$ cat src/rtl/rst_pkg.sv
// rst_pkg: sequencer state encoding and reset-cause bit positions.
package rst_pkg;
   typedef enum logic [1:0] {HOLD = 2'd0, RELEASE = 2'd1, RUN = 2'd2} state_e;
   localparam int CAUSE_POR = 0;
   localparam int CAUSE_PIN = 1;
   localparam int CAUSE_SW  = 2;
   localparam int CAUSE_WDT = 3;
   localparam logic [3:0] POR_CAUSE = 4'b0001;
endpackage

$ cat src/rtl/rst_seq_ctrl_if.sv
// rst_seq_ctrl_if: reset requests into the sequencer, staged resets and cause flags out.
interface rst_seq_ctrl_if #(parameter int N_DOM = 4);
   logic             sw_rst_req;
   logic             wdt_expire;
   logic             cause_clr;
   logic [N_DOM-1:0] rst_n_dom;
   logic             seq_busy;
   logic [3:0]       rst_cause;
   modport master (output sw_rst_req, wdt_expire, cause_clr, input rst_n_dom, seq_busy, rst_cause);
   modport slave  (input sw_rst_req, wdt_expire, cause_clr, output rst_n_dom, seq_busy, rst_cause);
endinterface

$ cat src/rtl/rst_pin_debounce.sv
// rst_pin_debounce: synchronises the nRST pin and accepts a level only after it is stable.
module rst_pin_debounce #(
   parameter int SYNC_STAGES = 2,
   parameter int DEB_CYCLES  = 16
) (
   input  logic clk,
   input  logic rst_n,
   input  logic nRST,
   output logic pin_low
);
   localparam int CW = DEB_CYCLES > 1 ? $clog2(DEB_CYCLES) : 1;
   logic [SYNC_STAGES-1:0] sync_q;
   logic [CW-1:0]          cnt_q, cnt_d;
   logic                   pin_low_q, pin_low_d, differ, done;
   // pin_low high means the pin should read 0, so equality is a disagreement
   assign differ = sync_q[SYNC_STAGES-1] == pin_low_q;
   assign done   = cnt_q == CW'(DEB_CYCLES - 1);
   always_comb begin
      cnt_d     = differ && !done ? cnt_q + 1'b1 : '0;
      pin_low_d = differ && done ? ~pin_low_q : pin_low_q;
   end
   always_ff @(posedge clk or negedge rst_n) begin
      if (!rst_n) begin
         sync_q    <= '1;
         cnt_q     <= '0;
         pin_low_q <= 1'b0;
      end else begin
         sync_q    <= {sync_q[SYNC_STAGES-2:0], nRST};
         cnt_q     <= cnt_d;
         pin_low_q <= pin_low_d;
      end
   end
   assign pin_low = pin_low_q;
endmodule

$ cat src/rtl/rst_seq_ctrl.sv
// rst_seq_ctrl: merges reset sources, holds a minimum pulse, then releases
// the domain resets one by one in ascending order while logging the cause.
module rst_seq_ctrl
   import rst_pkg::*;
#(
   parameter int N_DOM       = 4,
   parameter int SYNC_STAGES = 2,
   parameter int DEB_CYCLES  = 16,
   parameter int PULSE_MIN   = 32,
   parameter int STEP_CYCLES = 8
) (
   input  logic          clk,
   input  logic          rst_n,
   input  logic          nRST,
   rst_seq_ctrl_if.slave bus
);
   localparam int HW = PULSE_MIN > 1 ? $clog2(PULSE_MIN) : 1;
   localparam int SW = STEP_CYCLES > 1 ? $clog2(STEP_CYCLES) : 1;
   localparam int IW = N_DOM > 1 ? $clog2(N_DOM) : 1;
   state_e           state_q, state_d;
   logic [HW-1:0]    hold_q, hold_d;
   logic [SW-1:0]    step_q, step_d;
   logic [IW-1:0]    idx_q, idx_d;
   logic [N_DOM-1:0] dom_q, dom_d;
   logic             busy_q, busy_d;
   logic [3:0]       cause_q, cause_d, hits;
   logic             pin_low, trigger;

   rst_pin_debounce #(.SYNC_STAGES(SYNC_STAGES), .DEB_CYCLES(DEB_CYCLES)) u_deb (
      .clk    (clk),
      .rst_n  (rst_n),
      .nRST   (nRST),
      .pin_low(pin_low)
   );

   always_comb begin
      hits            = '0;
      hits[CAUSE_PIN] = pin_low;
      hits[CAUSE_SW]  = bus.sw_rst_req;
      hits[CAUSE_WDT] = bus.wdt_expire;
   end
   assign trigger = |hits;

   always_comb begin
      state_d = state_q;
      hold_d  = hold_q;
      step_d  = step_q;
      idx_d   = idx_q;
      dom_d   = dom_q;
      busy_d  = busy_q;
      cause_d = bus.cause_clr && state_q == RUN ? hits : cause_q | hits;
      if (trigger) begin
         state_d = HOLD;
         hold_d  = '0;
         step_d  = '0;
         idx_d   = '0;
         dom_d   = '0;
         busy_d  = 1'b1;
      end else if (state_q == HOLD) begin
         hold_d = hold_q == HW'(PULSE_MIN - 1) ? hold_q : hold_q + 1'b1;
         if (hold_q == HW'(PULSE_MIN - 1)) begin
            state_d = RELEASE;
            step_d  = '0;
            idx_d   = '0;
         end
      end else if (state_q == RELEASE) begin
         step_d = step_q + 1'b1;
         if (step_q == SW'(STEP_CYCLES - 1)) begin
            step_d       = '0;
            dom_d[idx_q] = 1'b1;
            idx_d        = idx_q + 1'b1;
            // last domain out: stay on its index and go idle in the same edge
            if (idx_q == IW'(N_DOM - 1)) begin
               idx_d   = idx_q;
               state_d = RUN;
               busy_d  = 1'b0;
            end
         end
      end
   end

   always_ff @(posedge clk or negedge rst_n) begin
      if (!rst_n) begin
         state_q <= HOLD;
         hold_q  <= '0;
         step_q  <= '0;
         idx_q   <= '0;
         dom_q   <= '0;
         busy_q  <= 1'b1;
         cause_q <= POR_CAUSE;
      end else begin
         state_q <= state_d;
         hold_q  <= hold_d;
         step_q  <= step_d;
         idx_q   <= idx_d;
         dom_q   <= dom_d;
         busy_q  <= busy_d;
         cause_q <= cause_d;
      end
   end

   assign bus.rst_n_dom = dom_q;
   assign bus.seq_busy  = busy_q;
   assign bus.rst_cause = cause_q;
endmodule

$ cat src/flat_wrapper.sv
// flat-port wrapper written by rule: the top's interface ports become plain ports
module rst_seq_ctrl_flat import rst_pkg::*;
#(
   parameter int N_DOM       = 4,
   parameter int SYNC_STAGES = 2,
   parameter int DEB_CYCLES  = 16,
   parameter int PULSE_MIN   = 32,
   parameter int STEP_CYCLES = 8
)
  (clk, rst_n, nRST, bus_sw_rst_req, bus_wdt_expire, bus_cause_clr, bus_rst_n_dom, bus_seq_busy, bus_rst_cause);
  rst_seq_ctrl_if #(.N_DOM(N_DOM)) bus_i ();
  input  logic clk;
  input  logic rst_n;
  input  logic nRST;
  input wire logic [$bits(bus_i.sw_rst_req)-1:0] bus_sw_rst_req;
  input wire logic [$bits(bus_i.wdt_expire)-1:0] bus_wdt_expire;
  input wire logic [$bits(bus_i.cause_clr)-1:0] bus_cause_clr;
  output wire logic [$bits(bus_i.rst_n_dom)-1:0] bus_rst_n_dom;
  output wire logic [$bits(bus_i.seq_busy)-1:0] bus_seq_busy;
  output wire logic [$bits(bus_i.rst_cause)-1:0] bus_rst_cause;
  assign bus_i.sw_rst_req = bus_sw_rst_req;
  assign bus_i.wdt_expire = bus_wdt_expire;
  assign bus_i.cause_clr = bus_cause_clr;
  assign bus_rst_n_dom = bus_i.rst_n_dom;
  assign bus_seq_busy = bus_i.seq_busy;
  assign bus_rst_cause = bus_i.rst_cause;
  rst_seq_ctrl #(.N_DOM(N_DOM), .SYNC_STAGES(SYNC_STAGES), .DEB_CYCLES(DEB_CYCLES), .PULSE_MIN(PULSE_MIN), .STEP_CYCLES(STEP_CYCLES)) u_core (.clk(clk), .rst_n(rst_n), .nRST(nRST), .bus(bus_i));
endmodule
$ cat config.mk
export PLATFORM = sky130hd
export DESIGN_NAME = rst_seq_ctrl_flat
export DESIGN_NICKNAME = d
export VERILOG_FILES = /design/src/rtl/rst_pkg.sv /design/src/rtl/rst_seq_ctrl_if.sv /design/src/rtl/rst_pin_debounce.sv /design/src/rtl/rst_seq_ctrl.sv /design/src/flat_wrapper.sv
export SDC_FILE = /design/constraint.sdc
export NUM_CORES = 1
export LEC_CHECK = 0
export CORE_MARGIN = 2
export CORE_UTILIZATION = 51
export CTS_BUF_LIST = sky130_fd_sc_hd__clkbuf_2 sky130_fd_sc_hd__clkbuf_4 sky130_fd_sc_hd__clkbuf_8
export DETAILED_ROUTE_END_ITERATION = 8
export PLACE_DENSITY_LB_ADDON = 0.05
export SYNTH_ARGS = -nofsm -noshare
export SYNTH_HDL_FRONTEND = slang
export SYNTH_SLANG_ARGS = --single-unit
$ cat constraint.sdc
create_clock -name clk -period 1.73 [get_ports clk]
set_input_delay 0.519 -clock clk [delete_from_list [all_inputs] [get_ports clk]]
set_output_delay 0.519 -clock clk [all_outputs]
set_load 0.01 [all_outputs]
=== Yosys cells after proc, flatten, opt, wreduce, memory -nomap -nowiden ===
Index checks and enable logic that the tools add are counted.

* Register bits: 28
* Word-level logic and storage cells: 83

* $add $sub $neg: 4
* Order comparisons: 2
* Equality and inequality tests: 11
* Mux-type cells: 33
* Bitwise operators: 3
* Reductions and logical operators: 20

{| class="wikitable"
|+ Operator list
! cell !! number
|-
| 2-to-1 mux 2 bit || 12
|-
| 2-to-1 mux 4 bit || 6
|-
| 2-to-1 mux 3 bit || 5
|-
| 2-to-1 mux 5 bit || 3
|-
| AND reduction 4 bit || 3
|-
| nonzero test 3 bit || 3
|-
| bitwise OR 4 bit || 2
|-
| nonzero test 2 bit || 4
|-
| 2-to-1 mux 1 bit || 6
|-
| adder 5 x 1 -> 5 bit (second input constant) || 1
|-
| == test 5 bit (second input constant) || 1
|-
| adder 4 x 1 -> 4 bit (second input constant) || 1
|-
| == test 2 bit (second input constant) || 2
|-
| == test 4 bit (second input constant) || 1
|-
| logical AND 1 bit || 4
|-
| != test 2 x 1 -> 1 bit (second input constant) || 2
|-
| AND reduction 2 bit || 2
|-
| adder 3 x 1 -> 3 bit (second input constant) || 1
|-
| == test 3 bit (second input constant) || 1
|-
| < comparator 2 x 3 -> 1 bit (second input constant) || 1
|-
| != test 3 x 1 -> 1 bit (second input constant) || 1
|-
| != test 3 x 2 -> 1 bit (second input constant) || 1
|-
| AND reduction 3 bit || 1
|-
| OR reduction 3 bit || 1
|-
| other kinds (8) || 8
|}

=== Depth between registers and ports, before layout ===
Gate-level depths: netlist of the first run.

* Depth after elaboration: 9
* Mapped depth: 6
* Gate-level depth less buffers: 6

=== Hierarchy ===
From an unflattened synthesis of the first run, not the netlist that was laid out.

* Cell total of the unflattened synthesis: 115
* Area, all modules: 1262.5 µm²

{| class="wikitable"
|+ By module, submodules not included
! module !! times used !! cells each !! area each (µm²)
|-
| rst_seq_ctrl || 1 || 94 || 994.7
|-
| rst_pin_debounce || 1 || 21 || 267.8
|}

=== Worst setup path after synthesis of the first run ===
Ideal clock, no wire load.

* Path kind: register to register
* Start point: register u_core.hold_q[0]
* End point: register u_core.hold_q[3]
* Data arrival time: 1828 ps
* Setup slack: -176 ps
* Stages on the path, launching flop included: 7
* Buffers on the path: 0
* Cells stage by stage: dfrtp_1 ha_1 and3_1 ha_1 or3_4 or3_1 a21oi_1

* Cells in the longest elaborated chain, start to end: 4

{| class="wikitable"
|+ RTL lines
! element !! line !! RTL
|-
| from (decl) || rst_seq_ctrl.sv:21 || <nowiki>logic [HW-1:0] hold_q, hold_d;</nowiki>
|-
| from (signal assigned) || rst_seq_ctrl.sv:93 || <nowiki>hold_q <= hold_d;</nowiki>
|-
| adder 5 x 1 -> 5 bit || rst_seq_ctrl.sv:60 || <nowiki>hold_d = hold_q == HW'(PULSE_MIN - 1) ? hold_q : hold_q + 1'b1;</nowiki>
|-
| 2-to-1 mux 5 bit || rst_seq_ctrl.sv:60 ||
|-
| 2-to-1 mux 5 bit || rst_seq_ctrl.sv:59 || <nowiki>end else if (state_q == HOLD) begin</nowiki>
|-
| 2-to-1 mux 5 bit || rst_seq_ctrl.sv:52 || <nowiki>if (trigger) begin</nowiki>
|}

Parallel ways exist; a longest one is shown, timed or not. The select of a mux whose other input is x is not followed.
A chain may end at the register's enable or synchronous reset.

=== Worst setup path after layout of the first run ===
* Start point: register u_core.hold_q[1]
* End point: register u_core.hold_q[3]

Same word-level chain as after synthesis.

==> results.md, run 1 <==
* Clock Latency Late Sink at roughly 320 ps
* Highest ir drop seen on vdd at about 0.56 mV
* Arrival time worst endpoint at 2050 ps
* Max Cap Viol at 0
* DR iter-0 viols at 5
* Unique masters post-synth at 31
* Detail Placement HPWL at ~1.6 mm
* Slew Limit Fails at 0
* Vias in the first global route at roughly 910
* Final WL at between 2 and 2.5 mm
* Buf/Inv on CP at 0
* Slew Limit Headroom at between 70% and 80%
* Crit. End Element: flip-flop
* Synth top cells by count: 24 x dfrtp_1, 14 x nor2_1, 9 x ha_1
* Delay-heaviest family, CP: simple AND/OR/NAND/NOR gates
* Final min period at roughly 1800 ps
* Top cell by count, worst path: or3_4
* P_leak at between 0.7 and 0.8 nW
* CP max stage delay at 420 ps
* Post-synth ARST share at 100%
* Failing checks: setup timing
* Port Buf Inserts at 14
* Synth warn at 0
* Routed metal-1 wirelength at 1.04 mm
* Initial Utilization at roughly 55%
* Startpoint Class: flip-flop
* Nets at ~150
* Design Area, Final at between 1500 and 2000 um^2
* Max Buffers Root-to-Sink at 2
* DR vias/cell at ~5.4
* Hold Path Class: flip-flop to flip-flop
* Antenna-violating nets left at 0
* Fillers at 174
* Fin. Hold Viols at 0
* Ys flop type: dfrtp_1
* Met2 WL post-DR at between 1 and 1.5 mm
* Antenna cells at 0
* Clock skew at between 1 and 1.5 ps
* H-tree Lvls at 1
* RSZ-0062 raised after global routing: true
* Share of layout cells above drive strength 1 at between 20% and 30%
* Largest net degree at the start of global routing at 29
* Post-Syn Area at 1260 um^2
* Routability cong. at 0.774
* Share of the synthesized area in the top cell type at between 40% and 50%
* Initial antenna violation count at 0
* Sequential-to-total area share from yosys stat at between 50% and 60%
* Top post-synthesis cells by area: dfrtp_1 48%, ha_1 9.0%, dfstp_2 8.4%, nor2_1 4.2%, a21o_1 2.4%
* WL per Instance at 13.7 um
* First-pass GRT wire length at 3.90 mm
* Critical Path, Cell by Cell: ha_2 > and3_4 > ha_4 > or3_4 > or3_4 > a21oi_2
* Die X at about 54 um
* Syn nets at ~130
* Post-synth EDFFs at 0
* Vias at 894
* Area leader, netlist: dfrtp_1
* Finish-stage setup viols at 3
* Final worst path period share at 103%
* Setup CP Type: flip-flop to flip-flop
* Cell area after placement at between 1000 and 1500 um^2
* Peak Freq at approximately 560 MHz
* Synth Register Bits at 28
* Count leader, synth: dfrtp_1
* Core box area at approximately 2300 um^2
* Worst-Margin Slew at 340 ps
* Worst-path clk slew at 140 ps
* First-pass DRT Iterations at 4
* Uppermost routed layer: met4
* Final Util at about two thirds
* Synth Area per Inst at ~11 um^2
* Synth-to-Final Area Change at 24.0%
* Die Y at ~54 um
* Row count at 17
* CTS tree: done
* Die area at ~2900 um^2
* Total I/O pin count at 15
* Total CTS buffers at 3
* PD cells at 673 nW/um^2
* Crit-path max FO at 3
* Syn Inst Count at approximately 110
* Status: finished with violations
* Met3 wire length at approximately 50 um
* Critical Path RT at roughly 2000 ps
* Slowest-stage cell, CP: dfrtp_1
* Clock sinks at 28
* Root Buffer: clkbuf_4
* Total track usage at roughly a fifth
* Worst setup slack after layout at -59.3 ps
* GRT overflow at 0
* DR DRC count at 0
[layout make-up]
cell class	instances	area, um^2	area share (%)
flip-flops and latches	28	706	45.3
multi-input cells	75	543	34.9
clock buffers	4	36.3	2.33
repair buffers	26	219	14.1
inverters	5	18.8	1.20
well taps	28	35.0	2.25
[stage by stage]
step           hold slack, ps  total power, mW  worst slack, ps  instances  setup TNS (ps)
6_report                  365             1.05            -59.3        166           -92.7
5_1_grt                   374             1.10             -103        166            -264
4_1_cts                   367             1.07            -94.8        166           -94.8
3_5_place_dp              348            0.754            -79.8        160            -238
3_3_place_gp              346            0.751            -32.1        160            -181
2_1_floorplan             223            0.708            -14.0        114           -14.0
[sequential cells by signal, summed over array words and instances (netlist names)]
signal / cells
u_core.hold_q: 5
u_core.bus.rst_n_dom: 4
u_core.bus.seq_busy: 1
u_core.step_q: 3
u_core.bus.rst_cause: 4
u_core.u_deb.cnt_q: 4
u_core.idx_q: 2
u_core.state_q: 2
u_core.u_deb.pin_low: 1
u_core.u_deb.sync_q: 2
[kinds of logic (layout without fill, tap and decap cells)]
logic type               Yosys count  after routing  synth area share (%)
AO/OA/AOI/OAI                     22             22                  11.2
XOR/XNOR                           5              5                  3.49
adder cells (fa/ha/maj)            9              9                  8.96
buffers and inverters             11             35                  3.98
flip-flops                        28             28                  56.2
AND/OR/NAND/NOR                   39             39                  16.2
[placed cells by master, fill, tap and decap left out, drive strengths merged, types with 5 or more instances in the layout]
| cell | synthesis | routed |
|---|---|---|
| inv | 5 | 5 |
| ha | 9 | 9 |
| nand2 | 6 | 6 |
| buf | 2 | 12 |
| dlygate4sd2 | 0 | 9 |
| clkdlybuf4s50 | 0 | 5 |
| nor2 | 14 | 14 |
| a21oi | 5 | 5 |
| dfrtp | 24 | 24 |
[report_power, final]
| group | switching (mW) | internal [mW] | leakage [nW] |
|---|---|---|---|
| Sequential | 0.00714 | 0.667 | 0.363 |
| Combinational | 0.0346 | 0.0336 | 0.329 |
| Clock | 0.177 | 0.129 | 0.0210 |
[worst paths after layout]
kind | start | end | slack (ps) | cells past startpoint
worst max-delay path | u_core.hold_q[1]$_DFFE_PN0P_ | u_core.hold_q[3]$_DFFE_PN0P_ | -60 | 6
worst min-delay path | u_core.u_deb.sync_q[0]$_DFF_PN1_ | u_core.u_deb.sync_q[1]$_DFF_PN1_ | 370 | 0
worst max register to register | u_core.hold_q[1]$_DFFE_PN0P_ | u_core.hold_q[3]$_DFFE_PN0P_ | -60 | 6
worst min register to register | u_core.u_deb.sync_q[0]$_DFF_PN1_ | u_core.u_deb.sync_q[1]$_DFF_PN1_ | 370 | 0
max in group asynchronous | rst_n | u_core.bus.seq_busy$_DFFE_PN1P_ | 880 | 2
min in group asynchronous | rst_n | u_core.u_deb.pin_low$_DFFE_PN0P_ | 550 | 2
[metal layers]
layer / vias up / GRT usage (%)
met4: 0 / 11.5
met2: 11 / 31.3
met1: 439 / 24.2
met5: - / 0
met3: 4 / 2.50
li1: 440 / -
[repair_timing]
item	in CTS	in global routing
setup buffers	2	0
hold buffers	0	0
setup endpoints to repair	13	5
gates resized for setup	12	4
pin swaps	4	2
Note: power is estimated with default switching activity, not from simulation.
==> run 2: changes to the inputs <==
- MAX_ROUTING_LAYER: unset -> met4
==> run 2 against run 1 <==
Against the previous run:
- the flow still finishes with violations (setup timing)
- largest power group unchanged
- maximum frequency unchanged
- sequential share of layout area unchanged
- non-clock buffer count unchanged
- total power about the same
- critical endpoint unchanged
- highest routed layer unchanged
- sequential power about the same
- first-iteration DRC count decreased by 20%
- largest cell class unchanged
- clock skew about the same
- critical path type unchanged
- die area unchanged
- clock-buffer cell count unchanged
==> results.md, run 2 (synthesis gave the netlist of run 1 again) <==
* Die area at 2880 um^2 (unchanged)
* Finish-stage setup viols at 3 (unchanged)
* Clock skew at 1.28 ps (-0.000690 ps)
* Port Buf Inserts at 14 (unchanged)
* Cts hold-fix bufs at 0 (unchanged)
* Fin. Hold Viols at 0 (unchanged)
* DR iter-0 viols at 4 (-1)
* Cell area after placement at 1500 um^2 (unchanged)
* Clock sinks at 28 (unchanged)
* Hold Path Class: flip-flop to flip-flop
* Setup CP Type: flip-flop to flip-flop
* H-tree Lvls at 1 (unchanged)
* Die Y at 53.6 um (unchanged)
* Routability cong. at 0.785 (+1.4%)
* Top cell by count, worst path: or3_4
* Largest net degree at the start of global routing at 29 (unchanged)
* Placed insts at 160 (unchanged)
* Antenna cells at 0 (unchanged)
* Vias at 894 (unchanged)
* RSZ-0062 raised after global routing: true
* Die X at 53.6 um (unchanged)
* CP max stage delay at 420 ps (about the same)
* Initial antenna violation count at 0 (unchanged)
* Max reg flops at 5 (unchanged)
* Nets at 154 (unchanged)
* Initial Utilization at 55.2% (unchanged)
* First-pass GRT wire length at 3.90 mm (unchanged)
* Slowest-stage cell, CP: dfrtp_1
* Biggest register: u_core.hold_q
* Arrival time worst endpoint at 2050 ps (about the same)
* Commonest non-fill, non-tap cell in the layout: dfrtp_1
* Antenna-violating nets left at 0 (unchanged)
* Most frequent cells in the layout: 24 x dfrtp_1, 14 x nor2_1, 12 x buf_4, 9 x dlygate4sd2_1, 7 x ha_1
* DR DRC count at 0 (unchanged)
* Clock Latency Late Sink at 320 ps (about the same)
* Delay-heaviest family, CP: simple AND/OR/NAND/NOR gates
* Slew Limit Fails at 0 (unchanged)
* Final WL at 2.28 mm (about the same)
* Startpoint Class: flip-flop
* Crit-path max FO at 3 (unchanged)
* Pre-CTS setup slack at -79.8 ps (unchanged)
* WL per Instance at 13.7 um (about the same)
* Slew Limit Headroom at 77.0% (unchanged)
* Row count at 17 (unchanged)
* DR vias/cell at 5.39 (unchanged)
* Peak Freq at 559 MHz (unchanged)
* Highest ir drop seen on vdd at 0.558 mV (about the same)
* Critical Path RT at 1990 ps (about the same)
* Total CTS buffers at 3 (unchanged)
* Worst-Margin Slew at 340 ps (unchanged)
* Root Buffer: clkbuf_4
* Post-Layout Cell Count at 166 (unchanged)
* First-pass DRT Iterations at 4 (unchanged)
* Synth-to-Final Area Change at 24.0% (unchanged)
* Total I/O pin count at 15 (unchanged)
* Buf/Inv on CP at 0 (unchanged)
* Total track usage at 19.7% (+0.56 points)
* Power Total at 1.05 mW (about the same)
* Fillers at 174 (unchanged)
* PD cells at 673 nW/um^2 (about the same)
* P_leak at 0.713 nW (unchanged)
* Max Buffers Root-to-Sink at 2 (unchanged)
* Vias in the first global route at 905 (unchanged)
* Status: finished with violations
* GRT overflow at 0 (unchanged)
* Setup_tns at -92.7 ps (+0.0144 ps)
* Core box area at 2280 um^2 (unchanged)
* Worst setup slack after layout at -59.3 ps (-0.000400 ps)
* Share of layout cells above drive strength 1 at 21.7% (unchanged)
* Design Area, Final at 1560 um^2 (unchanged)
* Max Cap Viol at 0 (unchanged)
* Final worst path period share at 103% (about the same)
* CTS tree: done
* Crit. End Element: flip-flop
* Critical Path, Cell by Cell: ha_2 > and3_4 > ha_4 > or3_4 > or3_4 > a21oi_2
* Detail Placement HPWL at 1.62 mm (unchanged)
* Final min period at 1790 ps (+0.000400 ps)
* Failing checks: setup timing
* Worst-path clk slew at 140 ps (about the same)
[run 2: layer usage]
| layer | up-vias | wire length [um] | track usage [%] |
|---|---|---|---|
| met3 | 4 | 49 | 2.50 |
| li1 | 440 | - | - |
| met2 | 11 | 1140 | 31.3 |
| met4 | 0 | 50 | 11.5 |
| met5 | - | 0 | - |
| met1 | 439 | 1040 | 24.2 |
[run 2: repair_timing]
action | 4_1_cts | 5_1_grt
resized for setup | 12 | 4
buffers inserted | 2 | 0
setup endpoints to repair | 13 | 5
endpoints found under the hold margin | 0 | 0
pin swaps | 4 | 2
[run 2: through the flow]
| stage | util, % | hold WS, ps |
|---|---|---|
| 6_report | 68.4 | 365 |
| 3_3_place_gp | 65.7 | 346 |
| 4_1_cts | 67.9 | 367 |
| 3_5_place_dp | 65.7 | 348 |
| 5_1_grt | 68.4 | 374 |
| 2_1_floorplan | - | 223 |
[run 2: path summary, 6_finish.rpt]
kind	from	cells past startpoint	slack, ps	endpoint
setup reg to reg	u_core.hold_q[1]$_DFFE_PN0P_	6	-60	u_core.hold_q[3]$_DFFE_PN0P_
hold reg to reg	u_core.u_deb.sync_q[0]$_DFF_PN1_	0	370	u_core.u_deb.sync_q[1]$_DFF_PN1_
max in group asynchronous	rst_n	2	880	u_core.bus.seq_busy$_DFFE_PN1P_
setup / recovery	u_core.hold_q[1]$_DFFE_PN0P_	6	-60	u_core.hold_q[3]$_DFFE_PN0P_
min in group asynchronous	rst_n	2	550	u_core.u_deb.pin_low$_DFFE_PN0P_
hold / removal	u_core.u_deb.sync_q[0]$_DFF_PN1_	0	370	u_core.u_deb.sync_q[1]$_DFF_PN1_
[run 2: report_power, final]
| group | switching (mW) | total [mW] | leakage [nW] | internal (mW) |
|---|---|---|---|---|
| clock | 0.177 | 0.305 | 0.0210 | 0.129 |
| combinational | 0.0346 | 0.0683 | 0.329 | 0.0336 |
| sequential | 0.00714 | 0.675 | 0.363 | 0.667 |
| total | 0.218 | 1.05 | 0.713 | 0.830 |
[run 2: area by class of cell]
class	instances	area (um^2)	area share, %
Clock buffer	4	36.3	2.33
Tap cell	28	35.0	2.25
Sequential cell	28	706	45.3
Multi-Input combinational cell	75	543	34.9
Timing Repair Buffer	26	219	14.1
Inverter	5	18.8	1.20
==> run 3: changes to the inputs <==
- REMOVE_ABC_BUFFERS: unset -> 1
==> run 3 against run 2 <==
Against the previous run:
- the run still ends with setup timing left
- hold slack about the same
- register-to-register slack gained 30 ps
- critical path depth unchanged
- routed wire length is 10% higher
- cell count is 1.2% higher
- design area up 2.1%
- critical endpoint unchanged
- largest power group unchanged
- largest cell class unchanged
- combinational power is 6.9% higher
- die area unchanged
- utilization is 1.4 points higher
- sequential cell count is the same
- sequential share of layout area decreased by 0.93 points
==> results.md, run 3 (synthesis gave the netlist of run 1 again) <==
* Status: finished with violations
* Failing checks: setup timing
* Clock sinks at 28 (unchanged)
* H-tree Lvls at 1 (unchanged)
* Core box area at 2280 um^2 (unchanged)
* Slew Limit Fails at 0 (unchanged)
* Max Cap Viol at 0 (unchanged)
* Slowest-stage cell, CP: dfrtp_1
* Row count at 17 (unchanged)
* P_leak at 0.726 nW (+1.9%)
* Nets at 156 (+1.3%)
* Fin. Hold Viols at 0 (unchanged)
* Arrival time worst endpoint at 2040 ps (about the same)
* Uppermost routed layer: met4
* Storage cell area at 706 um^2 (unchanged)
* Cts hold-fix bufs at 0 (unchanged)
* Top cell by count, worst path: or3_4
* Root Buffer: clkbuf_4
* Final Util at 69.9% (+1.4 points)
* Met2 WL post-DR at 1.20 mm (+4.8%)
* Commonest non-fill, non-tap cell in the layout: dfrtp_1
* WL per Instance at 15.0 um (+9.0%)
* Area of the multi-input gates at 554 um^2 (+2.1%)
* Setup_tns at -35.2 ps (+57.5 ps)
* Initial Utilization at 55.2% (unchanged)
* Vias at 933 (+4.4%)
* Clock skew at 15.3 ps (+14.0 ps)
* Critical Path, Cell by Cell: ha_2 > and3_4 > ha_4 > or3_4 > or3_4 > a21oi_2
* First-pass DRT Iterations at 4 (unchanged)
* Max Buffers Root-to-Sink at 2 (unchanged)
* Share of layout cells above drive strength 1 at 22.9% (+1.1 points)
* CP max stage delay at 420 ps (about the same)
* Vias in the first global route at 971 (+7.3%)
* Routed metal-1 wirelength at 1.13 mm (+9.4%)
* Startpoint Class: flip-flop
* Slew Limit Headroom at 76.4% (-0.63 points)
* DR iter-0 viols at 15 (+11)
* Routability cong. at 0.777 (-1.1%)
* Die area at 2880 um^2 (unchanged)
* DR vias/cell at 5.55 (+3.1%)
* RSZ-0062 raised after global routing: true
* Finish-stage setup viols at 3 (unchanged)
* Die X at 53.6 um (unchanged)
* Initial antenna violation count at 0 (unchanged)
* Antenna-violating nets left at 0 (unchanged)
* Setup CP Type: flip-flop to flip-flop
* Max reg flops at 5 (unchanged)
* CTS tree: done
* Synth-to-Final Area Change at 26.6%
* Total track usage at 22.6% (+2.9 points)
* Worst-path clk slew at 150 ps (about the same)
* Peak Freq at 569 MHz (+1.7%)
* Critical Path RT at 2010 ps (+20 ps)
* PD cells at 656 nW/um^2 (-2.6%)
* First-pass GRT wire length at 4.35 mm (+12%)
* Final worst path period share at 102% (-1.8 points)
* Final WL at 2.51 mm (+10%)
* Biggest register: u_core.hold_q
* Highest ir drop seen on vdd at 0.631 mV (+13%)
* Detail Placement HPWL at 1.68 mm (+3.6%)
* Worst setup slack after layout at -28.8 ps (+30.5 ps)
* Die Y at 53.6 um (unchanged)
* Crit-path max FO at 2 (-1)
* Antenna cells at 0 (unchanged)
* Most frequent cells in the layout: 24 x dfrtp_1, 14 x nor2_1, 13 x buf_4, 9 x dlygate4sd2_1, 7 x ha_1
* Worst-Margin Slew at 355 ps (+14.3 ps)
* Clock Latency Late Sink at 330 ps (about the same)
* Total CTS buffers at 3 (unchanged)
* Met3 wire length at 110 um (+120%)
* Crit. End Element: flip-flop
* DR DRC count at 0 (unchanged)
* Hold Path Class: flip-flop to flip-flop
* Largest net degree at the start of global routing at 29 (unchanged)
* Total I/O pin count at 15 (unchanged)
* GRT overflow at 0 (unchanged)
* Final min period at 1760 ps (-30.5 ps)
* Worst hold-check slack at 366 ps (+0.339 ps)
* Port Buf Inserts at 14 (unchanged)
* Fillers at 188 (+8.0%)
==> run 3: layout make-up <==
class,count,area share [%]
inverters,5,1.18
repair buffers,28,15.5
multi-input cells,75,34.9
flip-flops and latches,28,44.4
well taps,28,2.20
clock buffers,4,1.89
==> run 3: routing by layer <==
layer / track usage, % / vias up
met1: 27.2 / 447
li1: - / 445
met5: - / -
met4: 12.0 / 0
met3: 2.78 / 9
met2: 37.0 / 32
==> run 3: path summary, 6_finish.rpt <==
kind | startpoint | endpoint | slack (ps) | depth (start not counted)
setup / recovery | u_core.hold_q[0]$_DFFE_PN0P_ | u_core.hold_q[3]$_DFFE_PN0P_ | -30 | 6
hold / removal | u_core.u_deb.sync_q[0]$_DFF_PN1_ | u_core.u_deb.sync_q[1]$_DFF_PN1_ | 370 | 0
setup reg to reg | u_core.hold_q[0]$_DFFE_PN0P_ | u_core.hold_q[3]$_DFFE_PN0P_ | -30 | 6
hold reg to reg | u_core.u_deb.sync_q[0]$_DFF_PN1_ | u_core.u_deb.sync_q[1]$_DFF_PN1_ | 370 | 0
max in group asynchronous | rst_n | u_core.u_deb.sync_q[1]$_DFF_PN1_ | 880 | 2
min in group asynchronous | rst_n | u_core.hold_q[3]$_DFFE_PN0P_ | 530 | 2
==> run 3: timing repair <==
item | 4_1_cts | 5_1_grt
setup endpoints to repair | 15 | 7
pin swaps | 6 | 1
gates cloned | 0 | 0
setup buffers | 0 | 2
gates resized for setup | 17 | 4
==> run 3: through the flow <==
| step | power [mW] | std cells | cell area, um^2 | setup WS, ps |
|---|---|---|---|---|
| after floorplan | 0.707 | 108 | 1220 | -180 |
| after global routing | 1.08 | 168 | 1590 | -58.3 |
| after CTS | 1.05 | 166 | 1560 | -25.2 |
| after global placement | 0.754 | 162 | 1500 | -104 |
| after detailed placement | 0.757 | 162 | 1500 | -191 |
| final | 1.04 | 168 | 1590 | -28.8 |
==> run 3: where the power goes <==
group          internal [mW]  switching, mW  total (mW)  leakage [nW]
registers              0.668        0.00745       0.675         0.363
logic                 0.0372         0.0358      0.0730         0.345
clock network          0.106          0.189       0.295        0.0184
==> run 3: critical path, delay by kind of cell (launching register included) <==
family | cells | cell delay [ps]
fa+ha+maj | 2 | 340
flops | 1 | 420
compound gates | 1 | 120
simple gates | 3 | 820
